===== src/rtl/cr16_pkg.sv =====
// Shared definitions for the CR16 control unit: ALU opcodes, instruction
// classes, controller states and immediate-extension rules.
package cr16_pkg;

   // ALU opcodes as seen on the datapath opcode input (shared with alu)
   typedef enum logic [3:0] {
      OP_ADD  = 4'd0,
      OP_ADDC = 4'd1,
      OP_MUL  = 4'd2,
      OP_SUB  = 4'd3,
      OP_SUBC = 4'd4,
      OP_AND  = 4'd5,
      OP_OR   = 4'd6,
      OP_XOR  = 4'd7,
      OP_NOT  = 4'd8,
      OP_LSH  = 4'd9,
      OP_RSH  = 4'd10,
      OP_ARSH = 4'd11
   } alu_op_t;

   // Instruction classes in IR[15:12]; 1..12 are the I-type ALU classes
   localparam logic [3:0] CLS_RTYPE = 4'h0;
   localparam logic [3:0] CLS_LOAD  = 4'hD;
   localparam logic [3:0] CLS_NOP   = 4'hE;
   localparam logic [3:0] CLS_HALT  = 4'hF;

   typedef enum logic [2:0] {
      ST_FETCH,
      ST_DECODE,
      ST_EXEC,
      ST_LOADW,
      ST_HALT
   } state_t;

   // Arithmetic opcodes take a signed immediate; logic and shift ops do not
   function automatic logic sign_extend_op(input logic [3:0] op);
      return (op == OP_ADD) || (op == OP_ADDC) || (op == OP_MUL) || (op == OP_SUB);
   endfunction

   // Register index to write-strobe one-hot
   function automatic logic [15:0] reg_one_hot(input logic [3:0] idx);
      return 16'h0001 << idx;
   endfunction

endpackage


===== src/rtl/instruction_decoder.sv =====
// Combinational decode of the instruction register into datapath controls
// and class flags used by the controller FSM.
module instruction_decoder
   import cr16_pkg::*;
(
   input  logic [15:0] ir,
   output logic [3:0]  reg_a_select,
   output logic [3:0]  reg_b_select,
   output logic [3:0]  opcode,
   output logic [15:0] immediate,
   output logic        immediate_select,
   output logic        is_alu,
   output logic        is_load,
   output logic        is_halt
);

   logic [3:0] cls;
   assign cls = ir[15:12];

   // Field extraction per instruction class
   always_comb begin
      // NOTE: every output gets a default first so no path through the case infers a latch.
      reg_a_select     = ir[11:8];
      reg_b_select     = 4'd0;
      opcode           = 4'd0;
      immediate        = 16'h0000;
      immediate_select = 1'b0;
      is_alu           = 1'b0;
      is_load          = 1'b0;
      is_halt          = 1'b0;
      case (cls)
         CLS_RTYPE: begin
            reg_b_select = ir[3:0];
            opcode       = ir[7:4];
            // Opcode fields past ARSH have no ALU meaning and behave as NOP
            is_alu       = (ir[7:4] <= OP_ARSH);
         end
         CLS_LOAD: begin
            reg_b_select = ir[3:0];
            is_load      = 1'b1;
         end
         CLS_NOP: begin
         end
         CLS_HALT: begin
            is_halt = 1'b1;
         end
         default: begin
            opcode           = cls - 4'd1;
            immediate_select = 1'b1;
            is_alu           = 1'b1;
            immediate        = sign_extend_op(cls - 4'd1) ? {{8{ir[7]}}, ir[7:0]}
                                                          : {8'h00, ir[7:0]};
         end
      endcase
   end

endmodule


===== src/rtl/controller.sv =====
// Multi-cycle CR16 control unit: fetches over a shared read port, decodes,
// and drives every datapath control input. Holds the FSM, PC and IR.
module controller
   import cr16_pkg::*;
#(
   parameter logic [15:0] P_PC_RESET = 16'h0000
) (
   input  logic        I_CLK,
   input  logic        I_NRESET,
   input  logic        I_ENABLE,
   input  logic [15:0] I_MEM_DATA,
   input  logic        I_MEM_VALID,
   input  logic [15:0] I_B,
   output logic        O_MEM_REQ,
   output logic [15:0] O_MEM_ADDR,
   output logic [15:0] O_PC,
   output logic [15:0] O_REG_WRITE_ENABLE,
   output logic [3:0]  O_REG_A_SELECT,
   output logic [3:0]  O_REG_B_SELECT,
   output logic [15:0] O_IMMEDIATE,
   output logic        O_IMMEDIATE_SELECT,
   output logic [3:0]  O_OPCODE,
   output logic        O_REGFILE_DATA_SELECT,
   output logic        O_HALTED
);

   state_t      state, state_next;
   logic [15:0] pc, pc_next;
   logic [15:0] ir, ir_next;

   logic [3:0]  dec_a_sel, dec_b_sel, dec_opcode;
   logic [15:0] dec_imm;
   logic        dec_imm_sel, dec_is_alu, dec_is_load, dec_is_halt;

   instruction_decoder u_decoder (
      .ir               (ir),
      .reg_a_select     (dec_a_sel),
      .reg_b_select     (dec_b_sel),
      .opcode           (dec_opcode),
      .immediate        (dec_imm),
      .immediate_select (dec_imm_sel),
      .is_alu           (dec_is_alu),
      .is_load          (dec_is_load),
      .is_halt          (dec_is_halt)
   );

   assign O_PC = pc;

   // State, PC and IR registers
   always_ff @(posedge I_CLK or negedge I_NRESET) begin
      if (!I_NRESET) begin
         state <= ST_FETCH;
         pc    <= P_PC_RESET;
         ir    <= 16'h0000;
      end else begin
         // NOTE: non-blocking so all three registers update from the same pre-edge values.
         state <= state_next;
         pc    <= pc_next;
         ir    <= ir_next;
      end
   end

   // Next-state logic and control outputs; I_ENABLE low freezes everything
   always_comb begin
      state_next            = state;
      pc_next               = pc;
      ir_next               = ir;
      O_MEM_REQ             = 1'b0;
      O_MEM_ADDR            = pc;
      O_REG_WRITE_ENABLE    = 16'h0000;
      O_REG_A_SELECT        = 4'd0;
      O_REG_B_SELECT        = 4'd0;
      O_IMMEDIATE           = 16'h0000;
      O_IMMEDIATE_SELECT    = 1'b0;
      O_OPCODE              = 4'd0;
      O_REGFILE_DATA_SELECT = 1'b0;
      O_HALTED              = 1'b0;

      // Decoded controls are presented only from DECODE through the strobe
      if (state == ST_DECODE || state == ST_EXEC || state == ST_LOADW) begin
         O_REG_A_SELECT     = dec_a_sel;
         O_REG_B_SELECT     = dec_b_sel;
         O_IMMEDIATE        = dec_imm;
         O_IMMEDIATE_SELECT = dec_imm_sel;
         O_OPCODE           = dec_opcode;
      end

      case (state)
         ST_FETCH: begin
            O_MEM_REQ = I_ENABLE;
            if (I_ENABLE && I_MEM_VALID) begin
               ir_next    = I_MEM_DATA;
               state_next = ST_DECODE;
            end
         end
         ST_DECODE: begin
            if (I_ENABLE) begin
               if (dec_is_load)      state_next = ST_LOADW;
               else if (dec_is_halt) state_next = ST_HALT;
               else                  state_next = ST_EXEC;
            end
         end
         ST_EXEC: begin
            if (I_ENABLE) begin
               if (dec_is_alu) O_REG_WRITE_ENABLE = reg_one_hot(dec_a_sel);
               pc_next    = pc + 16'd1;
               state_next = ST_FETCH;
            end
         end
         ST_LOADW: begin
            O_MEM_ADDR = I_B;
            O_MEM_REQ  = I_ENABLE;
            if (I_ENABLE && I_MEM_VALID) begin
               O_REGFILE_DATA_SELECT = 1'b1;
               O_REG_WRITE_ENABLE    = reg_one_hot(dec_a_sel);
               pc_next               = pc + 16'd1;
               state_next            = ST_FETCH;
            end
         end
         ST_HALT: begin
            O_HALTED = 1'b1;
         end
         default: begin
            state_next = ST_FETCH;
         end
      endcase
   end

endmodule


===== config.mk =====
export PLATFORM = sky130hd
export DESIGN_NAME = controller
export DESIGN_NICKNAME = d
export VERILOG_FILES = /design/src/rtl/cr16_pkg.sv /design/src/rtl/instruction_decoder.sv /design/src/rtl/controller.sv
export SDC_FILE = /design/constraint.sdc
export NUM_CORES = 1
export LEC_CHECK = 0
export ABC_AREA = 1
export BUFFER_PORTS_ARGS = -buffer_cell sky130_fd_sc_hd__buf_4
export CAP_MARGIN = 30
export CORE_ASPECT_RATIO = 2
export CORE_MARGIN = 5
export CORE_UTILIZATION = 44
export DETAILED_ROUTE_END_ITERATION = 10
export PLACE_DENSITY_LB_ADDON = 0.15
export SLEW_MARGIN = 20
export SYNTH_ARGS = -nofsm -noshare
export SYNTH_HDL_FRONTEND = slang
export SYNTH_HIERARCHICAL = 1
export SYNTH_SLANG_ARGS = --single-unit

===== constraint.sdc =====
create_clock -name I_CLK -period 1.95 [get_ports I_CLK]
set_clock_uncertainty 0.1 [all_clocks]
set_input_delay 0.2925 -clock I_CLK [delete_from_list [all_inputs] [get_ports I_CLK]]
set_output_delay 0.2925 -clock I_CLK [all_outputs]
set_load 0.005 [all_outputs]

==> impl_summary.md <==
Floorplanning
Measured along the y axis, the die boundary spans roughly 120 um. Once the floorplan was initialized, standard cells occupied between 40% and 50% of the core. The count of pins on the block boundary is about 120. The die is about 66 um wide. The die area is between 8000 and 9000 sq um. The core region area is 6207 sq um.

The cell row count is between 40 and 50.

Detailed routing
The average via count per standard cell is between 4 and 5. The number of nets with antenna violations after detailed routing is 0. Summed over all layers, the routed wires come to 8.859 mm.

The first-pass iteration count of the detailed router is 4. The number of remaining DRC errors is 0. The number of design-rule violations left by the first detailed-router iteration is roughly 120.

The routed length per instance is between 10 and 15 um. Summing over every cut layer, the via total after detailed routing is approximately 3,100.

Setup path
For the worst setup path, the data required time is around 1600 ps. The element type at the critical path end is an output port. The worst setup path is launched from a flip-flop.

The worst-path maximum fanout is 6. At the worst endpoint, the arrival time is approximately 2000 ps. The critical path in this run is classified as reg -> out.

Layout
The area overhead of the layout relative to synthesis is 63.90%. The number of antenna diodes is 0. For this run, the post-layout net count is between 500 and 600. The layout cell share with drive strength beyond 1 is around 50%.

Leaving out filler cells and counting taps, the final layout contains roughly 640.

Synth
The synthesized netlist net count is 460. In this run the biggest area consumer among cell types represents a little under a third of the synthesized area. The simple-gate share of the synthesized area is roughly a third. Of the total synthesized cell area, the portion taken by XOR and XNOR cells is under 10%. Summing the areas of all compound-gate instances in the mapped netlist gives ~4.9% of the synthesized area. The number of warnings issued by yosys is 6.

The synthesized netlist occupies a cell area of around 2800 sq um. The number of different library cells used by synthesis comes to 27. Sorting the synthesized cells by area gives the leading types as dfrtp_1, nand2_1, inv_1, nor2_1, mux2_2. The synthesized design contains 35 register bits. Counting every instance in the synthesized netlist gives 418. After synthesis, the largest family of logic cells by area is simple AND/OR/NAND/NOR gates. The sequential-to-total area share from yosys stat is 31.55%.

The post-synthesis mux area share is 6.489%. The largest total area in the synthesized netlist belongs to dfrtp_1. Each instance of the synthesized netlist takes up on average around 6.6 sq um. The synthesized netlist devotes 2.704% of its cell area to adder and majority cells.

STA
The worst hold margin is 148.4 ps. Measured against its own limit, the worst slew margin works out to between 60 and 70%. The worst setup margin is -440.3 ps.

The worst path uses 122.6% of the clock period. The number of endpoints with negative hold slack in the final report was 0. Subtracting the final worst setup slack from the clock period gives ~2400 ps. At the pin with the least slew margin, the transition time is around 460 ps. Setup violations remaining at the end of the flow were counted as between 50 and 60. Setup repair after global routing could not meet its margin everywhere. The number of max-slew violations in the final report is 0.

Timing would allow up to about 420 MHz.

CTS
Clock-pin slew was measured on the worst setup and hold paths at approximately 50 ps. The master cell of the clock root buffer is clkbuf_16. At the later pin of the worst-skew pair, clock insertion delay measures roughly 270 ps. Counting the buffers created by CTS gives 5. The longest clock path from root to sink contains 2 buffers. The tree built by TritonCTS fans out to 35 sinks. The CTS tree is built. In this run the number of H-tree levels came out at 2.

Power and ir drop
The worst vdd rail ir drop is 0.5075 mV. Summed over all cells, the static leakage comes to roughly 2.3 nW. Dividing total power by cell area gives a power density of roughly 360 nW/um^2. After layout, the design draws a total of roughly 0.0016 W.

Placement
At the placement stage, the worst setup path has a slack of -206.6 ps. The number of buffers inserted by port buffering is about 120. The number of instances in the placed design is approximately 600. The half-perimeter wire length after placement is roughly 5.6 mm.

The final estimated routing congestion in global placement is around 0.86.

Global route
The wire length of the first global-routing pass is approximately 13 mm. For this run, the total global-route usage over all layers was measured as approximately a fifth. Entering global routing, the biggest net connects 36 pins. Global routing finished with a remaining overflow of 0. The via count of the first global-routing pass is between 2,000 and 3,000.

The number of antenna violations at the first check in global routing is 0.

Min path
The type of the tightest min-delay check is in -> reg.

Outcome
The run finished, with violations left. The final reports fail on setup timing.

Flow run
Max-cap violations in this run came to 0.
metrics by stage:
step | utilization (%) | setup TNS (ps) | area, sq um
after detailed placement | 61.16 | -2814 | 3796
after CTS | 68.27 | -13020 | 4238
after floorplan | - | -651.0 | 2826
after global placement | 61.16 | -2089 | 3796
final | 73.31 | -13300 | 4551
after global routing | 73.31 | -19500 | 4551
cell type report:
| type | count | area, sq um |
|---|---|---|
| clock buffer | 8 | 156.4 |
| multi-input combinational | 280 | 1789 |
| sequential | 35 | 882.1 |
| fill | 502 | 1657 |
| timing repair buffer | 153 | 1295 |
| tap | 86 | 107.6 |
| inverter | 82 | 320.3 |
cell usage after synthesis:
master,number
dfrtp_1,35
nor3b_1,2
ha_1,6
nand2_2,3
clkbuf_1,2
inv_1,79
xor2_1,9
nand2_1,104
nor3_1,2
o21ai_2,1
nand3_2,2
nor2_4,3
buf_2,4
nor2_2,9
a21oi_2,1
mux2_2,16
a31oi_1,1
nand4_1,11
nor2_1,70
inv_6,1
o21ai_0,19
o21a_1,1
inv_2,2
buf_4,12
a21oi_1,2
buf_6,3
nand3_1,18
sequential cells by signal (all words and copies together) (netlist names):
register and cells:
state 3, ir 16, O_PC 16
routing by layer:
metal	wire length, um	GRT usage [%]	vias up
met2	4760	33.35	106
met1	3370	25.13	1452
met4	104	6.107	0
met3	624	4.121	8
met5	0	0	-
li1	-	-	1538
layout by cell type (no fill, tap or decap), drive strengths merged:
master,netlist,final
nor3,2,2
nor2,82,82
buf,19,149
o21ai,20,20
dlygate4sd3,0,1
a21oi,3,3
ha,6,6
inv,82,82
nand4,11,11
xor2,9,9
o21a,1,1
a31oi,1,1
nor3b,2,2
clkbuf,2,11
dfrtp,35,35
mux2,16,16
nand3,20,20
nand2,107,107
report_power, final:
part | switching [W] | internal (W)
Sequential | 0 | 0.000727
Clock | 0.000282 | 0.000543
Combinational | 0.0000358 | 0.0000466
Total | 0.000318 | 0.00132
cells by family (layout without fill, tap and decap cells):
| group | count (synthesis) | count (layout) |
|---|---|---|
| compound gates | 25 | 25 |
| xor+xnor | 9 | 9 |
| fa+ha+maj | 6 | 6 |
| buf+inv | 103 | 243 |
| flops | 35 | 35 |
| mux | 16 | 16 |
| simple gates | 224 | 224 |
worst max-delay path, stage by stage, from the launching register on:
cell and delay (ps):
dfrtp_2 450, inv_4 100, ha_4 150, nand3_4 80, inv_1 80, o21ai_0 90, nand2_2 80, nand2_2 70
o21ai_4 260, nand3_2 130, nor2_1 110, buf_4 120
worst paths after layout:
check	end	slack, ps	cells past startpoint	from
worst max-delay path	O_REG_WRITE_ENABLE[8]	-440	11	ir[12]$_DFFE_PN0P_
worst min-delay path	ir[4]$_DFFE_PN0P_	150	2	I_MEM_DATA[4]
worst max register to register	O_PC[8]$_DFFE_PN0P_	180	6	state[2]$_DFFE_PN0P_
worst min register to register	ir[2]$_DFFE_PN0P_	410	1	ir[2]$_DFFE_PN0P_
max in group asynchronous	state[0]$_DFFE_PN0P_	980	2	I_NRESET
min in group asynchronous	ir[3]$_DFFE_PN0P_	420	2	I_NRESET
what timing repair did:
action	CTS	global route
endpoints found under the setup margin	61	61
pin swaps	22	20
hold endpoints to repair	35	0
hold buffers	1	0
resized for setup	37	88
buffers inserted	13	5
gates cloned	2	4
Power figures use the tool's default switching activity.
